===== src/rtl/dbc_portsc_tracker.sv =====
`default_nettype none
// ============================================================================
// Module   : dbc_portsc_tracker
// Purpose  : DbC PORTSC status/change tracker. Debounces PHY connect, registers
//            CCS/PED/PR/PLS and keeps sticky W1C change bits for the port FSM.
// Revision : 1.0 - initial release
// ============================================================================
module dbc_portsc_tracker #(
  parameter int DEBOUNCE_CYCLES = 16,
  parameter int PLS_W           = 4
) (
  input  logic             clock,
  input  logic             reset,
  input  logic             DCE,
  input  logic             phy_connect,
  input  logic [PLS_W-1:0] phy_pls,
  input  logic             phy_reset_busy,
  input  logic             phy_config_err,
  input  logic             sw_wr,
  input  logic [3:0]       sw_w1c,
  input  logic             sw_ped_clr,
  output logic             CCS,
  output logic             PED,
  output logic             PR,
  output logic [PLS_W-1:0] PLS,
  output logic             CSC,
  output logic             PRC,
  output logic             PLC,
  output logic             CEC,
  output logic             port_event
);

  localparam int CNT_W = (DEBOUNCE_CYCLES > 2) ? $clog2(DEBOUNCE_CYCLES) : 1;
  localparam logic [CNT_W-1:0] C_CNT_LAST = CNT_W'(DEBOUNCE_CYCLES - 1);

  typedef enum logic [1:0] {
    S_IDLE = 2'd0,
    S_DISC = 2'd1,
    S_DEB  = 2'd2,
    S_CONN = 2'd3
  } state_t;

  state_t           r_state;
  state_t           w_state_nxt;
  logic [CNT_W-1:0] r_cnt;
  logic [CNT_W-1:0] w_cnt_nxt;

  logic             w_pr_nxt;
  logic             w_ped_set;
  logic             w_ped_clr;
  logic             w_ped_nxt;
  logic [3:0]       w_chg_set;   // {CEC,PLC,PRC,CSC}
  logic [3:0]       w_chg_cur;
  logic [3:0]       w_chg_clr;
  logic [3:0]       w_chg_nxt;
  logic             w_event;

  always_comb begin
    w_state_nxt = r_state;
    w_cnt_nxt   = r_cnt;
    w_pr_nxt    = 1'b0;
    w_ped_set   = 1'b0;
    w_ped_clr   = sw_wr & sw_ped_clr;
    w_chg_set   = 4'b0000;

    case (r_state)
      S_IDLE: begin
        w_state_nxt = S_DISC;
        w_cnt_nxt   = '0;
      end
      S_DISC: begin
        if (phy_connect) begin
          w_state_nxt = S_DEB;
          w_cnt_nxt   = '0;
        end
      end
      S_DEB: begin
        if (!phy_connect) begin
          w_state_nxt = S_DISC;
          w_cnt_nxt   = '0;
        end else if (r_cnt == C_CNT_LAST) begin
          w_state_nxt  = S_CONN;
          w_cnt_nxt    = '0;
          w_chg_set[0] = 1'b1;
        end else begin
          w_cnt_nxt = r_cnt + CNT_W'(1);
        end
      end
      S_CONN: begin
        if (phy_pls != PLS) begin
          w_chg_set[2] = 1'b1;
        end
        if (phy_config_err) begin
          w_chg_set[3] = 1'b1;
          w_ped_clr    = 1'b1;
        end
        if (!phy_connect) begin
          // Disconnect is immediate; any reset completion on this edge is lost
          w_state_nxt  = S_DISC;
          w_cnt_nxt    = '0;
          w_chg_set[0] = 1'b1;
          w_ped_clr    = 1'b1;
        end else begin
          w_pr_nxt = phy_reset_busy;
          if (!PR && phy_reset_busy) begin
            w_ped_clr = 1'b1;
          end
          if (PR && !phy_reset_busy) begin
            w_ped_set    = 1'b1;
            w_chg_set[1] = 1'b1;
          end
        end
      end
      default: begin
        w_state_nxt = S_IDLE;
        w_cnt_nxt   = '0;
      end
    endcase
  end

  // Clears of PED dominate a same-edge enable; change-bit sets dominate W1C
  assign w_ped_nxt = w_ped_clr ? 1'b0 : (w_ped_set ? 1'b1 : PED);
  assign w_chg_cur = {CEC, PLC, PRC, CSC};
  assign w_chg_clr = sw_wr ? sw_w1c : 4'b0000;
  assign w_chg_nxt = (w_chg_cur & ~w_chg_clr) | w_chg_set;
  assign w_event   = |(w_chg_set & ~w_chg_cur);

  always_ff @(posedge clock) begin
    if (reset || !DCE) begin
      r_state    <= S_IDLE;
      r_cnt      <= '0;
      CCS        <= 1'b0;
      PED        <= 1'b0;
      PR         <= 1'b0;
      PLS        <= '0;
      CSC        <= 1'b0;
      PRC        <= 1'b0;
      PLC        <= 1'b0;
      CEC        <= 1'b0;
      port_event <= 1'b0;
    end else begin
      r_state    <= w_state_nxt;
      r_cnt      <= w_cnt_nxt;
      CCS        <= (w_state_nxt == S_CONN);
      PED        <= w_ped_nxt;
      PR         <= w_pr_nxt;
      PLS        <= phy_pls;
      CSC        <= w_chg_nxt[0];
      PRC        <= w_chg_nxt[1];
      PLC        <= w_chg_nxt[2];
      CEC        <= w_chg_nxt[3];
      port_event <= w_event;
    end
  end

endmodule
`default_nettype wire

===== config.mk =====
export PLATFORM = sky130hd
export DESIGN_NAME = dbc_portsc_tracker
export DESIGN_NICKNAME = d
export VERILOG_FILES = /design/src/rtl/dbc_portsc_tracker.sv
export SDC_FILE = /design/constraint.sdc
export NUM_CORES = 1
export LEC_CHECK = 0
export BUFFER_PORTS_ARGS = -buffer_cell sky130_fd_sc_hd__buf_4
export CAP_MARGIN = 20
export CORE_MARGIN = 4
export CORE_UTILIZATION = 50
export DETAILED_ROUTE_END_ITERATION = 10
export GPL_ROUTABILITY_DRIVEN = 0
export HOLD_SLACK_MARGIN = 0.15
export PLACE_DENSITY_LB_ADDON = 0.05
export SYNTH_ARGS = -nofsm -noshare
export SYNTH_HDL_FRONTEND = slang
export SYNTH_SLANG_ARGS = --single-unit

===== constraint.sdc =====
create_clock -name clock -period 1.95 [get_ports clock]
set_input_delay 0.4875 -clock clock [delete_from_list [all_inputs] [get_ports clock]]
set_output_delay 0.4875 -clock clock [all_outputs]
set_load 0.05 [all_outputs]

* Yosys cells after proc, flatten, opt, wreduce, memory -nomap -nowiden *
Index checks and enable logic that the tools add are counted.

word-level totals
  input bits = 16
  register bits after elaboration = 18
  logic and storage cells = 64

operators by class
  equal/unequal tests = 8
  bitwise operators = 8
  add/subtract/negate cells = 1
  reduce and logical (&&, ||, !) cells = 11
  muxes and demuxes = 25

operator list
  cell                 count
  $mux 4               5
  $pmux 4 s4           1
  $mux 1               12
  $and 4x4->4          2
  $mux 2               4
  $not 4->4            2
  $pmux 2 s4           1
  $eq 2x2->1 const B   3
  $add 4x1->4 const B  1
  $eq 4x4->1 const B   1
  $ne 2x2->1 const B   2
  $ne 4x4->1           1
  $or 4x4->4           1
  $reduce_or 4->1      1
  $logic_not 1->1      3
  $mux 3               1
  $reduce_or 3->1      1
  $eq 2x1->1 const B   1
  $logic_and 1x1->1    2
  $logic_not 2->1      1
  $not 1->1            2
  $pmux 1 s2           1
  $reduce_and 2->1     1
  $reduce_or 2->1      1
  2 further kinds      2

* Logic depth before layout (Yosys ltp) *
  depth in word-level cells = 7
  gate-level depth with buffers = 5
  mapped depth without buffers = 5

* Least setup slack after synthesis *
No wires, ideal clock.

  path kind = flip-flop to flip-flop
  from = register PLS[0]
  to = register port_event
  cell stages (with the launch flop) = 5
  clock period less this slack = 1.476 ns
  setup slack = 0.474 ns
  setup time = 0.120 ns
  data arrival time = 1.356 ns
  cell sequence = dfxtp_1 -> xnor2_1 -> nand4_1 -> and4b_1 -> o31a_1

between the ends
  cells in the longest elaborated chain, start to end = 5

RTL lines
  item                    RTL line  source
  start, declared         25        output logic [PLS_W-1:0] PLS,
  start signal, assigned  147       PLS <= phy_pls;
  $ne 4x4->1              90        if (phy_pls != PLS) begin
  $mux 1                  90
  $mux 3                  66        case (r_state)
  $and 4x4->4             126       assign w_event = |(w_chg_set & ~w_chg_cur);
  $reduce_or 4->1         126
  end signal, assigned    152       port_event <= w_event;
  end, declared           30        output logic port_event

Every way passes these cells.
A chain may end at the register's enable or synchronous reset.

* Final worst setup path *
  from = register r_cnt[0]
  to = register r_cnt[3]

between the ends
  cells in the longest elaborated chain, start to end = 4

RTL lines
  item                                       RTL line  source
  start, declared                            45        logic [CNT_W-1:0] r_cnt;
  start signal, assigned                     143       r_cnt <= w_cnt_nxt;
  $add 4x1->4 or $eq 4x4->1 (tied branches)  86, 81
  $mux 4 *                                   81        end else if (r_cnt == C_CNT_LAST) begin
  $mux 4 *                                   78        if (!phy_connect) begin
  $pmux 4 s4 *                               66

Mark *: on every way between the ends. The rest lies on a longest branch, timed or not.

==> key figures <==
Status
  • Status: finished clean

Drt
  • First drt pass iteration count: 4
  • Number of remaining DRC errors: 0
  • WL final: 1840 microns
  • DRT iter0 DRCs: 14
  • Post-route ant nets: 0
  • DR WL/cell: 13.8 microns
  • Vias per cell: 5.50
  • Vias: 731

Timing
  • Slew Limit Headroom: 0.686
  • Tcrit/Tclk final: 0.752
  • Max Clk Rate: 0.682 GHz
  • Fin. max-slew vios: 0
  • Max Clock Skew: 0.0108 ns
  • Setup_tns: 0 ns
  • Worst hold slack: 0.409 ns
  • Worst-Margin Slew: 0.471 ns
  • Post-route setup slack: 0.484 ns
  • Tmin final: 1.47 ns
  • Fin. Hold Viols: 0
  • Unrepaired setup endpoints after global routing: false
  • Setup violations, final: 0

Worst hold path
  • HP Class: in2reg

Logic synthesis
  • Syn Std Cell Area: 796 sq um
  • Synth Warn #: 0
  • Area share of the largest cell type after synthesis: 0.453
  • Synth top cells by count: dfxtp_1 (18), nand2_1 (9), nor2_1 (7), a21oi_1 (5), and2_1 (5)
  • Main flop type after synthesis: dfxtp_1
  • Top post-synthesis cells by area: dfxtp_1 (45%), xnor2_1 (4.4%), nand2_1 (4.2%)
  • Area leader, netlist: dfxtp_1
  • EDFF count, synth: 0
  • Most common cell in the netlist: dfxtp_1
  • Number of synthesized register bits: 18
  • Post-Syn Instances: 88
  • Library cells used by synthesis: 34
  • Mapped Avg Cell Area: 9.04 sq um
  • Syn nets: 105
  • Fraction of registers with async set/reset: 0
  • Sequential area share after synthesis: 0.453

Global route
  • Grt ovf: 0
  • Antenna violations before repair: 0
  • Overall routing resource usage: 0.189
  • Vias in the first global route: 688
  • Largest net degree at the start of global routing: 13
  • Global-route wire length before repair: 2950 microns

Placement
  • Buffers on Ports: 27
  • Placed cells: 129
  • Place WS: 0.475 ns

Clock tree
  • Postcts setup bufs: 0
  • H-tree depth: 1
  • Clock Tree Buf Depth: 2
  • Post-CTS sizing: 0
  • CTS Hold Buffers Added: 0
  • Root Buffer: clkbuf_4
  • Clk sink count: 18
  • Clock latency on the worst-skew pair: 0.29 ns
  • Clk slew on worst S/H paths: 0.11 ns
  • TritonCTS Buffers: 3
  • TritonCTS clock tree: yes

Final layout
  • Cell Count, Final, Fillers Out: 133
  • # diodes: 0
  • Nets@finish: 135
  • Area delta synth->final: 31.8%
  • Share of cells above drive strength 1: 0.316

Worst setup path
  • Worst r2r src: r_cnt[0]
  • CP startpoint kind: flip-flop
  • Critical Path RT: 2.16 ns
  • Worst setup path endpoint: r_cnt[3]
  • Worst reg2reg endpoint: r_cnt[3]
  • Worst R2R Path Depth: 5
  • CP Capture Type: flip-flop
  • CP arrival: 1.67 ns
  • R2r setup slk: 0.48 ns
  • Worst-path fanout max: 5
  • CP startpoint: r_cnt[0]
  • Kind of critical path: reg2reg

Floorplanning
  • Die H: 47.9 microns
  • Core Area: 1510 sq um
  • Die X: 47.9 microns
  • Die area: 2290 sq um
  • Initial core utilization: 0.528
  • # IOs: 28
  • # rows: 14

Power and ir drop
  • Power Dens Cells: 652 nW/um^2
  • Leakage: 0.000437 uW
  • Sw Ratio: 0.232
  • Power, Total: 684 uW
  • Clock network fraction of total power: 0.328
  • Max VDD drop: 529 uV
  • Sequential share of power: 0.554
  • Psw: 159 uW
  • Internal Power: 525 uW
  • Logic pwr share: 0.117

Job
  • Max Cap Viol: 0
==> cell families (layout without fill, tap and decap cells) <==
group | count (synthesis) | count (layout) | share of synthesized area
compound gates | 17 | 17 | 0.151
xor+xnor | 4 | 4 | 0.0440
fa+ha+maj | 1 | 1 | 0.0157
buf+inv | 6 | 35 | 0.0314
flops | 18 | 18 | 0.453
mux | 1 | 1 | 0.0126
simple gates | 41 | 41 | 0.292
==> flip-flops by register name, indices dropped and copies added, names as in the netlist <==
| register | count |
|---|---|
| PRC | 1 |
| CEC | 1 |
| CCS | 1 |
| PLS | 4 |
| PR | 1 |
| CSC | 1 |
| r_cnt | 4 |
| r_state | 2 |
| PED | 1 |
| port_event | 1 |
| PLC | 1 |
==> final cells by class <==
cell class              instances  area [sq um]
repair buffers                 28           210
clock buffers                   4          36.3
flip-flops and latches         18           360
fillers                       138           458
inverters                       3          11.3
multi-input cells              64           410
well taps                      16          20.0
==> worst min-delay path by stage <==
stage / start / to / cells after the start
after floorplan: r_cnt[1] / r_cnt[1] / 2
after global placement: PRC / PRC / 2
after detailed placement: PRC / PRC / 2
after CTS: phy_pls[3] / PLS[3] / 2
after global routing: phy_pls[2] / PLS[2] / 2
final: phy_pls[2] / PLS[2] / 2
==> power groups by stage <==
stage / logic (uW) / registers (uW) / clock network, uW
3_3_place_gp: 78.4 / 387 / 0
4_1_cts: 80.8 / 379 / 233
2_1_floorplan: 29.4 / 398 / 0
3_5_place_dp: 80.0 / 388 / 0
6_report: 80.0 / 379 / 225
5_1_grt: 86.7 / 381 / 254
==> through the flow <==
step	cell area, sq um	util
global placement	1010	0.672
detailed placement	1010	0.672
CTS	1050	0.696
finish	1050	0.696
floorplan	796	-
global route	1050	0.696
==> metal layers <==
metal | track usage | routed length [microns]
met1 | 0.221 | 776
met2 | 0.319 | 907
met3 | 0.0451 | 140
met4 | 0.0968 | 13
met5 | 0 | 0
==> layout by cell type (no fill, tap or decap), types with 2 or more instances in the layout <==
master and count:
inv_1 3, o22ai_1 2, nand2b_1 2, nor3_1 3, o21ai_0 2, nor2b_1 2, nand4_1 2, dfxtp_1 18
a21oi_1 5, nor2_1 7, xnor2_1 4, clkbuf_4 3, and2_1 5, buf_4 28, nand2_1 9, nand3_1 3
==> critical path: stages, from the launching register on <==
cell and delay [ns]:
dfxtp_1 0.35, ha_1 0.22, and3_2 0.24, nor3_4 0.25
a41oi_1 0.15, nor3_1 0.18
No activity file was read; power rests on OpenSTA's default activity.
